File: src/rtl/elastic_shift_pipe.sv
// rtl/elastic_shift_pipe.sv - elastic multi-stage pipeline that left-shifts each word
// Each stage is either a main+skid pair with a registered ready, or a single register with pass-through ready.
module elastic_shift_pipe #(
   parameter int WIDTH  = 32,
   parameter int STAGES = 2,
   parameter int SHIFT  = 2,
   parameter int SKID   = 1
) (
   input  logic                               clk,
   input  logic                               rst,
   input  logic [WIDTH-1:0]                   t0_data,
   input  logic                               t0_valid,
   output logic                               t0_ready,
   output logic [WIDTH-1:0]                   i0_data,
   output logic                               i0_valid,
   input  logic                               i0_ready,
   input  logic                               flush,
   output logic [$clog2(2*STAGES+1)-1:0]      occupancy,
   output logic [15:0]                        xfer_count
);

   localparam int OW = $clog2(2*STAGES+1);

   logic [STAGES-1:0] main_valid_q, main_valid_d;
   logic [STAGES-1:0] skid_valid_q, skid_valid_d;
   logic [STAGES-1:0] rdy_q, rdy_d;
   logic [WIDTH-1:0]  main_data_q [STAGES];
   logic [WIDTH-1:0]  main_data_d [STAGES];
   logic [WIDTH-1:0]  skid_data_q [STAGES];
   logic [WIDTH-1:0]  skid_data_d [STAGES];
   logic [15:0]       xfer_q, xfer_d;

   logic [STAGES-1:0] up_valid;
   logic [WIDTH-1:0]  up_data [STAGES];
   logic [STAGES-1:0] in_rdy;
   logic [STAGES-1:0] out_rdy;
   logic [WIDTH-1:0]  shifted;
   logic              deliver;
   logic [OW-1:0]     occ_sum;

   assign shifted = t0_data << SHIFT;

   // Ready propagates from the output back toward the input; in skid mode each
   // stage presents its own registered ready so the chain is broken at every stage.
   always_comb begin : ready_chain
      logic r;
      r = i0_ready;
      for (int s = STAGES - 1; s >= 0; s--) begin
         out_rdy[s] = r;
         in_rdy[s]  = (SKID != 0) ? rdy_q[s] : (~main_valid_q[s] | r);
         r          = in_rdy[s];
      end
      up_valid[0] = t0_valid;
      up_data[0]  = shifted;
      for (int s = 1; s < STAGES; s++) begin
         up_valid[s] = main_valid_q[s-1];
         up_data[s]  = main_data_q[s-1];
      end
   end

   always_comb begin : next_state
      logic acc;
      logic drn;
      main_valid_d = main_valid_q;
      skid_valid_d = skid_valid_q;
      for (int s = 0; s < STAGES; s++) begin
         main_data_d[s] = main_data_q[s];
         skid_data_d[s] = skid_data_q[s];
      end
      for (int s = 0; s < STAGES; s++) begin
         acc = up_valid[s] & in_rdy[s];
         drn = main_valid_q[s] & out_rdy[s];
         if (SKID != 0) begin
            if (drn) begin
               // A parked skid beat refills main in the same cycle main drains.
               if (skid_valid_q[s]) begin
                  main_data_d[s]  = skid_data_q[s];
                  skid_valid_d[s] = 1'b0;
               end else if (acc) begin
                  main_data_d[s] = up_data[s];
               end else begin
                  main_valid_d[s] = 1'b0;
               end
            end else if (acc) begin
               if (main_valid_q[s]) begin
                  skid_data_d[s]  = up_data[s];
                  skid_valid_d[s] = 1'b1;
               end else begin
                  main_data_d[s]  = up_data[s];
                  main_valid_d[s] = 1'b1;
               end
            end
         end else begin
            if (acc) begin
               main_data_d[s]  = up_data[s];
               main_valid_d[s] = 1'b1;
            end else if (drn) begin
               main_valid_d[s] = 1'b0;
            end
         end
      end
      rdy_d  = ~skid_valid_d;
      xfer_d = xfer_q + 16'(deliver);
   end

   always_ff @(posedge clk) begin
      if (rst) begin
         main_valid_q <= '0;
         skid_valid_q <= '0;
         rdy_q        <= '1;
         xfer_q       <= '0;
         for (int s = 0; s < STAGES; s++) begin
            main_data_q[s] <= '0;
            skid_data_q[s] <= '0;
         end
      end else if (flush) begin
         // Only the valid bits are dropped; data and the transfer count are left alone.
         main_valid_q <= '0;
         skid_valid_q <= '0;
         rdy_q        <= '1;
      end else begin
         main_valid_q <= main_valid_d;
         skid_valid_q <= skid_valid_d;
         rdy_q        <= rdy_d;
         xfer_q       <= xfer_d;
         for (int s = 0; s < STAGES; s++) begin
            main_data_q[s] <= main_data_d[s];
            skid_data_q[s] <= skid_data_d[s];
         end
      end
   end

   always_comb begin
      occ_sum = '0;
      for (int s = 0; s < STAGES; s++) begin
         occ_sum = occ_sum + OW'(main_valid_q[s]) + OW'(skid_valid_q[s]);
      end
   end

   assign t0_ready   = ~rst & ~flush & in_rdy[0];
   assign i0_valid   = ~rst & ~flush & main_valid_q[STAGES-1];
   assign i0_data    = main_data_q[STAGES-1];
   assign deliver    = i0_valid & i0_ready;
   assign occupancy  = occ_sum;
   assign xfer_count = xfer_q;

endmodule

File: config.mk
export PLATFORM = sky130hd
export DESIGN_NAME = elastic_shift_pipe
export DESIGN_NICKNAME = d
export VERILOG_FILES = /design/src/rtl/elastic_shift_pipe.sv
export SDC_FILE = /design/constraint.sdc
export NUM_CORES = 1
export LEC_CHECK = 0
export CAP_MARGIN = 20
export CORE_MARGIN = 10
export CORE_UTILIZATION = 50
export CTS_CLUSTER_DIAMETER = 100
export CTS_CLUSTER_SIZE = 8
export DETAILED_ROUTE_END_ITERATION = 7
export PLACE_DENSITY = 0.82
export SKIP_CTS_REPAIR_TIMING = 1
export SLEW_MARGIN = 20
export SYNTH_ARGS = -nofsm -noshare
export SYNTH_HDL_FRONTEND = slang
export SYNTH_SLANG_ARGS = --single-unit
File: constraint.sdc
create_clock -name clk -period 5.59 [get_ports clk]
set_input_delay 0.8385 -clock clk [delete_from_list [all_inputs] [get_ports clk]]
set_output_delay 0.8385 -clock clk [all_outputs]
set_load 0.05 [all_outputs]
==> results.yml <==
timing:
  period_share: 0.7325
  fin_crit_ps: 4095
  slew_headroom: 0.3447
  fmax_ghz: 0.2442
  finalHoldViolCount: 0
  drv_slew: 0
  setup_viol: 0
  layout_setup_ws_ps: 1495
  tns_ps: 0
  rsz0062_at_grt: "false"
  tightest_slew_ps: 980.5
  finalClockSkew_ps: 9.991
critical_path:
  path_max_fanout: 64
  critical_path_class: "input pin to output port"
  crit_top_cell: "clkdlybuf4s50_1"
  crit_chain: "clkdlybuf4s50_1 > nor2_2 > buf_4 > and2_1 > clkdlybuf4s50_1"
  startpoint_type: "input pin"
  crit_family: "buffers and inverters"
  crit_buf_inv: 3
  arrival_ps: 3260
  critPathSlowestCell: "clkdlybuf4s50_1"
  crit_required_ps: 4750
  end_kind: "output port"
  cp_slowest_stage_delay_ps: 800
clocking:
  clk_pin_slew_ps: 60
  clock_latency_ps: 420
  cts_made_buffers: 17
  cts_sinks: 142
  clockBufferDepth: 2
  tritoncts: "yes"
  h-tree-depth: 4
  root_buffer: "clkbuf_16"
die:
  die_h_microns: 131.5
  die-area_sq_um: 17290
  row_count: 40
  die_w_microns: 131.5
  pin_count: 90
  start_util: 0.5131
  coreArea_sq_um: 12110
power_and_ir_drop:
  fin_total_pwr_mw: 2.481
  powerDensity_nw_per_um2: 328.4
  ir_drop_uv: 209.5
  p_leak_nw: 2.808
yosys:
  synthCells: 555
  synth.avg_cell_area_sq_um: 11.20
  synthDistinctLibCells: 34
  netlist_area_sq_um: 6215
  ys.flop_type: "edfxtp_1"
  synth_edf_count: 120
  yosysWarnings: 0
  synthArstFlopShare: 0
  ys_seq_area_frac: 0.6507
  synth-seq-cells: 142
placed_design:
  place.gp.congestion: 0.8172
  place_ws_ps: 1125
  place.port_buffers: 85
  dpl.hpwl_microns: 8390
cells_and_area:
  finalNetCount: 647
  final_common_cell: "nand2_1"
  area.sequential_sq_um: 4044
  fillerInstances: 913
  n_antenna_cell: 0
  final_cell_mix: "129 x nand2_1, 120 x edfxtp_1, 85 x clkdlybuf4s50_1"
  layout-drive-gt1-share: 0.07154
  multiInputGateArea_sq_um: 1822
  syn_to_final_growth_pct: 21.56
global_routing:
  grt_pass1_wl_microns: 20640
  grt_max_degree: 65
  antenna_found_initial: 0
  grt_pass1_vias: 4012
  grt_usage: 0.1460
  grt-ovfl-total: 0
route:
  avgRoutedWirePerCell_microns: 16.20
  first_pass_iters: 5
  drt-total-wl_microns: 12680
  route.detailed.drc: 0
  ant_nets: 0
  vias: 4080
  viasPerCell: 5.211
  first_iter_violations: 379
min_path:
  min_path_type: "register to register"
run:
  cap_violations: 0
run_status:
  outcome: "completed"
==> power by group <==
group	total (mW)	internal, mW	switching, mW
combinational	0.195	0.0681	0.126
sequential	1.23	1.21	0.0207
clock	1.06	0.648	0.408
==> Yosys cell counts, types with 3 or more instances <==
library cell / number / share of area
nand2_1: 130 / 0.079
edfxtp_1: 120 / 0.58
a21oi_1: 71 / 0.057
and2_1: 64 / 0.064
buf_4: 32 / 0.039
clkbuf_1: 27 / 0.016
dfxtp_1: 22 / 0.071
nor2_1: 17 / 0.010
inv_1: 11 / 0.0066
ha_1: 7 / 0.014
nand3_1: 7 / 0.0056
o21ai_0: 7 / 0.0056
xor2_1: 6 / 0.0085
or3_1: 5 / 0.0050
nand4_1: 3 / 0.0030
o41ai_1: 3 / 0.0042
==> stage by stage <==
step	hold slack [ps]	util	std cells	cell area, sq um
4_1_cts	498.3	0.6228	783	7543
2_1_floorplan	523.2	-	556	6218
3_3_place_gp	474.3	0.5764	751	6982
6_report	501.2	0.6238	783	7555
5_1_grt	525.9	0.6238	783	7555
3_5_place_dp	482.0	0.5769	751	6987
==> flip-flops by register name (all words and copies together) (netlist names) <==
| name | flops |
|---|---|
| main_data_q | 60 |
| skid_data_q | 60 |
| xfer_count | 16 |
| in_rdy | 2 |
| main_valid_q | 2 |
| skid_valid_q | 2 |
==> logic make-up after synthesis <==
family                   Yosys count  synth area share
AO/OA/AOI/OAI                     85           0.07187
XOR/XNOR                           7          0.009865
adder cells (fa/ha/maj)            8           0.01731
buffers and inverters             73           0.06382
flip-flops                       142            0.6507
multiplexers                       2          0.003221
other                              1         0.0006034
AND/OR/NAND/NOR                  237            0.1826
==> path summary, 6_finish.rpt <==
kind	to	slack (ps)	cells after the start	from
setup / recovery	t0_ready	1500	5	rst
setup reg to reg	main_data_q[0][63]	3360	6	in_rdy[1]
hold reg to reg	xfer_count[15]	500	2	xfer_count[15]
hold / removal	xfer_count[15]	500	2	xfer_count[15]
==> worst register-to-register path, cell delays in order (launching register included) <==
cell	delay (ps)
dfxtp_1	390
and2_1	250
inv_1	140
ha_1	230
nor2_1	130
o221ai_1	160
nand2_2	540
==> final cells by class <==
type,instances,share of cell area
flip-flops and latches,142,0.5353
multi-input cells,341,0.2411
repair buffers,89,0.1166
clock buffers,19,0.05730
well taps,168,0.02782
clock inverters,13,0.01640
inverters,11,0.005465
==> routing by layer <==
metal	GRT usage	share of wire	up-vias
li1	-	-	1966
met4	0.05624	0.018	0
met5	0	0	-
met3	0.04688	0.071	23
met1	0.1852	0.43	1924
met2	0.2276	0.48	167
(Power assumes the default switching activity.)
